`src/rtl/route_lookup.sv`:
```
// Destination-ID route lookup against an external table, with a 2-entry output
// FIFO of {port, dest, payload}, table update port and saturating drop counter.
module route_lookup #(
  parameter int ADDR_W    = 8,
  parameter int PORT_W    = 3,
  parameter int PAYLOAD_W = 32
) (
  input  logic                 CLK,
  input  logic                 RST_N,
  input  logic                 IN_VALID,
  output logic                 IN_READY,
  input  logic [ADDR_W-1:0]    IN_DEST,
  input  logic [PAYLOAD_W-1:0] IN_PAYLOAD,
  output logic [ADDR_W-1:0]    TBL_RADDR,
  input  logic [PORT_W-1:0]    TBL_RDATA,
  output logic [ADDR_W-1:0]    TBL_WADDR,
  output logic [PORT_W-1:0]    TBL_WDATA,
  output logic                 TBL_WE,
  input  logic                 UPD_VALID,
  input  logic [ADDR_W-1:0]    UPD_ADDR,
  input  logic [PORT_W-1:0]    UPD_DATA,
  output logic                 UPD_READY,
  output logic                 OUT_VALID,
  input  logic                 OUT_READY,
  output logic [PORT_W-1:0]    OUT_PORT,
  output logic [ADDR_W-1:0]    OUT_DEST,
  output logic [PAYLOAD_W-1:0] OUT_PAYLOAD,
  output logic [15:0]          DROP_CNT
);

  typedef struct packed {
    logic [PORT_W-1:0]    port;
    logic [ADDR_W-1:0]    dest;
    logic [PAYLOAD_W-1:0] payload;
  } entry_t;

  entry_t      mem [2];
  logic        wr_ptr, rd_ptr;
  logic [1:0]  count;
  logic [15:0] drop_cnt;
  logic        accept, no_route, push, pop;

  // Table is read combinationally in the acceptance cycle; updates win over packets.
  assign TBL_RADDR = IN_DEST;
  assign TBL_WADDR = UPD_ADDR;
  assign TBL_WDATA = UPD_DATA;
  assign TBL_WE    = RST_N && UPD_VALID;
  assign UPD_READY = RST_N;

  assign OUT_VALID = (count != 2'd0);
  assign pop       = OUT_VALID && OUT_READY;
  assign IN_READY  = RST_N && !UPD_VALID && ((count < 2'd2) || pop);
  assign accept    = IN_VALID && IN_READY;
  assign no_route  = &TBL_RDATA;
  assign push      = accept && !no_route;

  assign OUT_PORT    = mem[rd_ptr].port;
  assign OUT_DEST    = mem[rd_ptr].dest;
  assign OUT_PAYLOAD = mem[rd_ptr].payload;
  assign DROP_CNT    = drop_cnt;

  // Storage is not reset; count/pointers alone define what is valid.
  always_ff @(posedge CLK) begin
    if (push) mem[wr_ptr] <= '{port: TBL_RDATA, dest: IN_DEST, payload: IN_PAYLOAD};
  end

  always_ff @(posedge CLK) begin
    if (!RST_N) begin
      count    <= 2'd0;
      wr_ptr   <= 1'b0;
      rd_ptr   <= 1'b0;
      drop_cnt <= 16'd0;
    end else begin
      if (push) wr_ptr <= ~wr_ptr;
      if (pop)  rd_ptr <= ~rd_ptr;
      case ({push, pop})
        2'b10:   count <= count + 2'd1;
        2'b01:   count <= count - 2'd1;
        default: count <= count;
      endcase
      if (accept && no_route && drop_cnt != 16'hFFFF) drop_cnt <= drop_cnt + 16'd1;
    end
  end

endmodule

```
`config.mk`:
```
export PLATFORM = sky130hd
export DESIGN_NAME = route_lookup
export DESIGN_NICKNAME = d
export VERILOG_FILES = /design/src/rtl/route_lookup.sv
export SDC_FILE = /design/constraint.sdc
export NUM_CORES = 1
export LEC_CHECK = 0
export ABC_AREA = 1
export BUFFER_PORTS_ARGS = -buffer_cell sky130_fd_sc_hd__buf_2
export CAP_MARGIN = 10
export CORE_MARGIN = 2
export CORE_UTILIZATION = 40
export DETAILED_ROUTE_END_ITERATION = 10
export GPL_TIMING_DRIVEN = 0
export PLACE_DENSITY = 0.8
export SLEW_MARGIN = 10
export SYNTH_ARGS = -nofsm -noshare
export SYNTH_HDL_FRONTEND = slang
export SYNTH_SLANG_ARGS = --single-unit
export TNS_END_PERCENT = 20
```
`constraint.sdc`:
```
create_clock -name CLK -period 3.2 [get_ports CLK]
set_clock_uncertainty 0.1 [all_clocks]
set_input_delay 0.32 -clock CLK [delete_from_list [all_inputs] [get_ports CLK]]
set_output_delay 0.32 -clock CLK [all_outputs]
set_load 0.05 [all_outputs]
```
==> results.sh, run 1 <==
export IMPL_cts_sinks=107
export IMPL_min_delay_start="IN_PAYLOAD[18]"
export IMPL_grt_antenna_before_repair=0
export IMPL_rows=38
export IMPL_clockBufferDepth=2
export IMPL_drc=0
export IMPL_status="finished, final reports clean"
export IMPL_grt_pass1_wl_microns=13300
export IMPL_clk_pin_slew_ps=70
export IMPL_fin_tns_setup_ps=0
export IMPL_nets=550
export IMPL_worst_slack_ps=906
export IMPL_grt_pass1_vias=2924
export IMPL_hold_violations=0
export IMPL_maxCapViolations=0
export IMPL_worstPathArrival_ps=1870
export IMPL_reg2reg_slack_ps=1160
export IMPL_die_area_sq_um=12100
export IMPL_drtPass1Iterations=4
export IMPL_portBuffers=129
export IMPL_criticalPathCategory="flop to output pin"
export IMPL_core_area_sq_um=10900
export IMPL_cts_post_setup_buffers_inserted=0
export IMPL_cp_max_fo=10
export IMPL_yosys_top_cells_count="edfxtp_1 (86), nand2_1 (51), mux2_2 (43)"
export IMPL_routed_via_count=3003
export IMPL_layout_drive_gt1_share=0.482
export IMPL_synthesis_nets=408
export IMPL_synth_most_common_cell="edfxtp_1"
export IMPL_ys_ff_latch=107
export IMPL_max_slew_margin=0.522
export IMPL_crit_path_frequent_cell="buf_2"
export IMPL_finalSetupViolCount=0
export IMPL_ys_warn_count=0
export IMPL_h_tree_depth=3
export IMPL_cp_slowest_cell="mux2_2"
export IMPL_fillers=983
export IMPL_die_x_microns=110
export IMPL_cts_resized=0
export IMPL_r2r_cells=6
export IMPL_seqCellArea_sq_um=3000
export IMPL_hold_depth=1
export IMPL_synthTopCellsByArea="edfxtp_1 (57%), mux2_2 (11%), dfxtp_1 (9.3%)"
export IMPL_ir_drop_mv=0.234
export IMPL_endpoint_kind="output pin"
export IMPL_async_flop_share=0
export IMPL_syn2layout_area_growth_pct=26.1
export IMPL_post_drt_wl_per_cell_microns=13.8
export IMPL_cts_tree="built"
export IMPL_num_antenna_cells=0
export IMPL_timing_rr_start="count[1]"
export IMPL_clkLatencyLatePin_ps=340
export IMPL_drv_slew=0
export IMPL_cp_required_ps=2780
export IMPL_r2r_end="mem[0][41]"
export IMPL_numCtsBuffers=9
export IMPL_hold_path_end="mem[1][18]"
export IMPL_hold_buffers=0
export IMPL_wirelength_microns=8760
export IMPL_yosysSeqAreaShare=0.667
export IMPL_syn_inst=347
export IMPL_io_pin_count=141
export IMPL_post_dp_hpwl_microns=6270
export IMPL_viasPerCell=4.74
export IMPL_post_route_period_util=0.717
export IMPL_critPathMaxStageDelay_ps=370
export IMPL_pre_cts_slack_ps=929
export IMPL_max_freq_mhz=436
export IMPL_grtUsageTotal=0.144
export IMPL_die_y_microns=110
export IMPL_syn_cell_area_sq_um=4500
export IMPL_cts_root_buf="clkbuf_16"
export IMPL_power_mw=3.12
export IMPL_power_leakage_nw=2.26
export IMPL_synth_main_ff_cell="edfxtp_1"
export IMPL_first_iter_violations=137
export IMPL_start_util=0.412
export IMPL_synth_top_area_frac=0.573
export IMPL_multi_input_area_sq_um=1210
export IMPL_grt_max_degree=34
export IMPL_p_per_area_nw_per_um2=549
export IMPL_yosysUniqueCellTypes=25
export IMPL_grt_overflow=0
export IMPL_worstSetupStartpointType="flop"
export IMPL_avgSynthCellArea_sq_um=13.0
export IMPL_synth_edff_count=86
export IMPL_synth_top_area_cell="edfxtp_1"
export IMPL_ant_nets=0
export IMPL_gp_congestion=0.819
export IMPL_final_cell_count_no_fill=634
export IMPL_crit_chain="clkbuf_1, buf_2, mux2_2, buf_2"
export IMPL_hold_path_class="primary input to flop"
export IMPL_fin_crit_ps=2290
export IMPL_worst_slew_pin_transition_ps=716
export IMPL_final_util=0.519
export IMPL_rsz0062_at_grt="no"
export IMPL_dp_cells=618
[critical path: cells and delay by family (launching register included)]
family / cells / cell delay, ps
buf+inv: 3 / 850
mux: 1 / 370
flops: 1 / 310
[report_power, final]
| group | leakage [nW] | switching [mW] | internal [mW] | total (mW) |
|---|---|---|---|---|
| registers | 0.949 | 0.00831 | 1.53 | 1.54 |
| clock network | 0.141 | 0.493 | 0.611 | 1.10 |
| logic | 1.17 | 0.332 | 0.143 | 0.475 |
| total | 2.26 | 0.833 | 2.28 | 3.12 |
[cell families (layout without fill, tap and decap cells)]
group / count (synthesis) / after routing / share of synthesized area
muxes: 43 / 43 / 0.107
and+or+nand+nor: 110 / 110 / 0.107
DFF: 107 / 107 / 0.667
xor gates and xnor gates: 5 / 5 / 0.00972
AOI/OAI and AO/OA: 27 / 27 / 0.0383
adders and majority gates: 2 / 2 / 0.00555
buffers and inverters: 53 / 200 / 0.0653
[layout by cell type (no fill, tap or decap), types with 2 or more instances in the layout]
cell and instances:
ha_1 2, a21oi_1 10, nor2_2 5, buf_6 2, clkbuf_1 3, clkbuf_16 9
nor2_4 2, inv_1 22, mux2_2 43, nor2_1 26, buf_2 133, nand4_1 6
buf_4 20, dfxtp_1 21, edfxtp_1 86, nand3_1 14, xor2_1 3, a21oi_2 9
xnor2_1 2, inv_2 2, o21ai_0 7, nand2_1 51, clkinvlp_4 2, nand2_2 4
[how the worst max path moves through the flow]
stage	slack [ps]	endpoint	from	cells after the start
6_report	910	OUT_DEST[0]	flop	4
4_1_cts	840	OUT_DEST[3]	flop	4
2_1_floorplan	110	mem[0][0]	RST_N	6
3_3_place_gp	-1030	mem[0][36]	RST_N	7
3_5_place_dp	930	mem[0][37]	RST_N	8
5_1_grt	740	OUT_PORT[0]	flop	4
[routing by layer]
metal / global-route usage / share of wire / routed length [microns] / vias to the layer above
met4: 0.0509 / 0.0067 / 59 / 0
met3: 0.0435 / 0.082 / 716 / 6
met2: 0.245 / 0.48 / 4220 / 122
met5: 0 / 0 / 0 / -
li1: - / - / - / 1476
met1: 0.174 / 0.43 / 3760 / 1399
[flip-flops by register name, summed over array words and instances, names as in the netlist, named ones only]
name      cells
DROP_CNT     16
count         2
mem          86
rd_ptr        1
wr_ptr        1
[area by class of cell]
| type | instances | share of cell area |
|---|---|---|
| flip-flops and latches | 107 | 0.529 |
| multi-input cells | 187 | 0.214 |
| repair buffers | 131 | 0.122 |
| clock buffers | 9 | 0.0397 |
| plain buffers | 29 | 0.0359 |
| well taps | 140 | 0.0308 |
| inverters | 24 | 0.0159 |
| clock inverters | 7 | 0.0130 |
[metrics by stage]
step / hold slack [ps] / area, sq um
2_1_floorplan: 319 / 4500
3_5_place_dp: 351 / 5380
6_report: 68.1 / 5680
5_1_grt: 46.2 / 5680
4_1_cts: 52.3 / 5680
3_3_place_gp: 339 / 5330
(Power assumes the default switching activity.)
==> inputs of run 2 (changes only) <==
--- a/config.mk
+++ b/config.mk
@@ -5,7 +5,7 @@
 export SDC_FILE = /design/constraint.sdc
 export NUM_CORES = 1
 export LEC_CHECK = 0
-export ABC_AREA = 1
+export ABC_AREA = 0
 export BUFFER_PORTS_ARGS = -buffer_cell sky130_fd_sc_hd__buf_2
 export CAP_MARGIN = 10
 export CORE_MARGIN = 2
==> constraint.sdc (replaced) <==
create_clock -name CLK -period 2.1 [get_ports CLK]
set_clock_uncertainty 0.1 [all_clocks]
set_input_delay 0.21 -clock CLK [delete_from_list [all_inputs] [get_ports CLK]]
set_output_delay 0.21 -clock CLK [all_outputs]
set_load 0.05 [all_outputs]
==> run 2 against run 1 <==
Net effect:
- sequential share of layout area down 1.7 points
- die area down 4.9%
- cell area up 3.7%
- critical path type is now flop to flop
- largest power group unchanged
- the flow now finishes with violations (negative setup slack)
- synthesized cell count down 23%
- critical endpoint is now DROP_CNT[9]
- highest routed layer unchanged
==> results.sh, run 2 <==
export IMPL_async_flop_share=0
export IMPL_ir_drop_mv=0.333
export IMPL_num_antenna_cells=0
export IMPL_viasPerCell=4.71
export IMPL_core_area_sq_um=10400
export IMPL_status="complete, but fails checks"
export IMPL_grt_overflow=0
export IMPL_portBuffers=129
export IMPL_start_util=0.412
export IMPL_die_area_sq_um=11500
export IMPL_regMostFlops="mem"
export IMPL_layout_drive_gt1_share=0.512
export IMPL_drv_slew=0
export IMPL_routed_via_count=2814
export IMPL_drc=0
export IMPL_drtPass1Iterations=7
export IMPL_wirelength_microns=8620
export IMPL_die_y_microns=107
export IMPL_final_common_cell="buf_2"
export IMPL_seqCellArea_sq_um=3010
export IMPL_power_mw=4.73
export IMPL_gp_congestion=0.820
export IMPL_power_leakage_nw=2.31
export IMPL_cp_slowest_cell="or4_4"
export IMPL_hold_path_class="primary input to flop"
export IMPL_fin_crit_ps=2120
export IMPL_synth_main_ff_cell="edfxtp_1"
export IMPL_fin_area_sq_um=5890
export IMPL_grt_max_degree=31
export IMPL_syn_cell_area_sq_um=4270
export IMPL_avgSynthCellArea_sq_um=15.9
export IMPL_worst_slack_ps=-22.3
export IMPL_nets=517
export IMPL_cts_root_buf="clkbuf_8"
export IMPL_synthTopCellsByArea="edfxtp_1 (60%), mux2_2 (11%), dfxtp_1 (9.8%)"
export IMPL_first_iter_violations=122
export IMPL_largest_reg_flops=86
export IMPL_grt_antenna_before_repair=0
export IMPL_cts_sinks=107
export IMPL_violations="negative setup slack"
export IMPL_post_drt_wl_per_cell_microns=14.4
export IMPL_die_x_microns=107
export IMPL_clockBufferDepth=2
export IMPL_post_route_period_util=1.01
export IMPL_synth_edff_count=86
export IMPL_multi_input_area_sq_um=1120
export IMPL_io_pin_count=141
export IMPL_yosys_top_cells_count="edfxtp_1 (86), mux2_2 (43), dfxtp_1 (21)"
export IMPL_ant_nets=0
export IMPL_clkLatencyLatePin_ps=370
export IMPL_post_dp_hpwl_microns=5800
export IMPL_endpoint_kind="flop"
export IMPL_ys_warn_count=0
export IMPL_ys_ff_latch=107
export IMPL_h_tree_depth=3
export IMPL_rows=37
export IMPL_max_freq_mhz=471
export IMPL_final_cell_mix="buf_2 (130), edfxtp_1 (86), mux2_2 (43), dlygate4sd3_1 (43), buf_4 (26)"
export IMPL_grt_pass1_wl_microns=13300
export IMPL_max_slew_margin=0.664
export IMPL_syn2layout_area_growth_pct=37.8
export IMPL_maxCapViolations=0
export IMPL_clk_pin_slew_ps=110
export IMPL_synth_top_area_cell="edfxtp_1"
export IMPL_hold_violations=0
export IMPL_finalSetupViolCount=1
export IMPL_worstSetupStartpointType="flop"
export IMPL_rsz0062_at_grt="yes"
export IMPL_synth_most_common_cell="edfxtp_1"
export IMPL_fillers=834
export IMPL_worstPathArrival_ps=2320
export IMPL_cts_tree="built"
export IMPL_crit_chain="nor2b_4, or4b_4, or4_4, or3_1, a21boi_1"
export IMPL_grtUsageTotal=0.149
export IMPL_synthesis_nets=329
export IMPL_grt_pass1_vias=2858
export IMPL_criticalPathCategory="flop to flop"
export IMPL_p_per_area_nw_per_um2=804
export IMPL_cp_required_ps=2300
export IMPL_dpl_cell_area_sq_um=5180
export IMPL_numCtsBuffers=9
export IMPL_yosysUniqueCellTypes=38
export IMPL_critPathMaxStageDelay_ps=510
export IMPL_cp_max_fo=9
export IMPL_worst_slew_pin_transition_ps=503
export IMPL_syn_inst=268
export IMPL_synth_top_area_frac=0.604
export IMPL_yosysSeqAreaShare=0.703
-- run 2: changes by cell type after synthesis, sizes merged, moves of 4 or more --
cell,delta
a21oi,-19
and2,+8
buf,-4
clkbuf,+4
inv,-22
mux2i,+5
nand2,-45
nand3,-6
nor2,-28
nor3,+5
nor4,+4
o21ai,-5
-- run 2: worst paths after layout --
path,startpoint,endpoint,slack (ps),cells after the start
min reg2reg,DROP_CNT[15],DROP_CNT[15],400,2
max,count[1],DROP_CNT[9],-20,5
min,RST_N,count[1],30,2
max reg2reg,count[1],DROP_CNT[9],-20,5
-- run 2: power breakdown --
group	leakage [nW]	total (mW)	internal, mW	switching (mW)
clock	0.110	1.41	0.691	0.718
combinational	1.25	0.967	0.337	0.630
sequential	0.952	2.36	2.33	0.0234
total	2.31	4.73	3.36	1.37
-- run 2: layout make-up --
type	count	share of cell area
flip-flops and latches	107	0.511
repair buffers	180	0.197
multi-input cells	130	0.191
plain buffers	26	0.0306
well taps	136	0.0289
clock buffers	9	0.0210
clock inverters	7	0.0189
inverters	2	0.00127
-- run 2: timing repair --
item | 4_1_cts | 5_1_grt
endpoints found under the setup margin | 47 | 12
gates resized for setup | 6 | 4
hold buffers | 43 | 0
endpoints found under the hold margin | 86 | 0
buffers inserted | 2 | 4
cloned | 0 | 0
pin swaps | 1 | 1
-- run 2: cells by family (layout without fill, tap and decap cells) --
| family | after synthesis | after routing | synth area share |
|---|---|---|---|
| DFF | 107 | 107 | 0.703 |
| and+or+nand+nor | 58 | 58 | 0.0785 |
| muxes | 48 | 48 | 0.125 |
| buffers and inverters | 31 | 224 | 0.0483 |
| AOI/OAI and AO/OA | 13 | 13 | 0.0214 |
| xor gates and xnor gates | 9 | 9 | 0.0184 |
| adders and majority gates | 2 | 2 | 0.00585 |
-- run 2: metrics by stage --
step | instances | setup TNS, ps | util | setup slack, ps | hold WS [ps]
5_1_grt | 597 | -228 | 0.568 | -99.0 | 26.1
4_1_cts | 594 | -250 | 0.565 | -77.7 | 4.61
3_3_place_gp | 533 | -22060 | 0.496 | -302 | 299
2_1_floorplan | 268 | -855 | - | -152 | 209
6_report | 597 | -22.3 | 0.568 | -22.3 | 27.0
3_5_place_dp | 535 | -1380 | 0.500 | -334 | 302
-- run 2: worst max-delay path: cells and delay by family, from the launching register on --
family	cells	cell delay, ps
AO/OA/AOI/OAI	1	120
flip-flops	1	340
AND/OR/NAND/NOR	4	1490
-- run 2: metal layers --
metal | up-vias | wire (microns) | GRT usage
met4 | 0 | 131 | 0.0632
met2 | 114 | 4290 | 0.265
li1 | 1356 | - | -
met5 | - | 0 | 0
met1 | 1334 | 3570 | 0.173
met3 | 10 | 639 | 0.0333
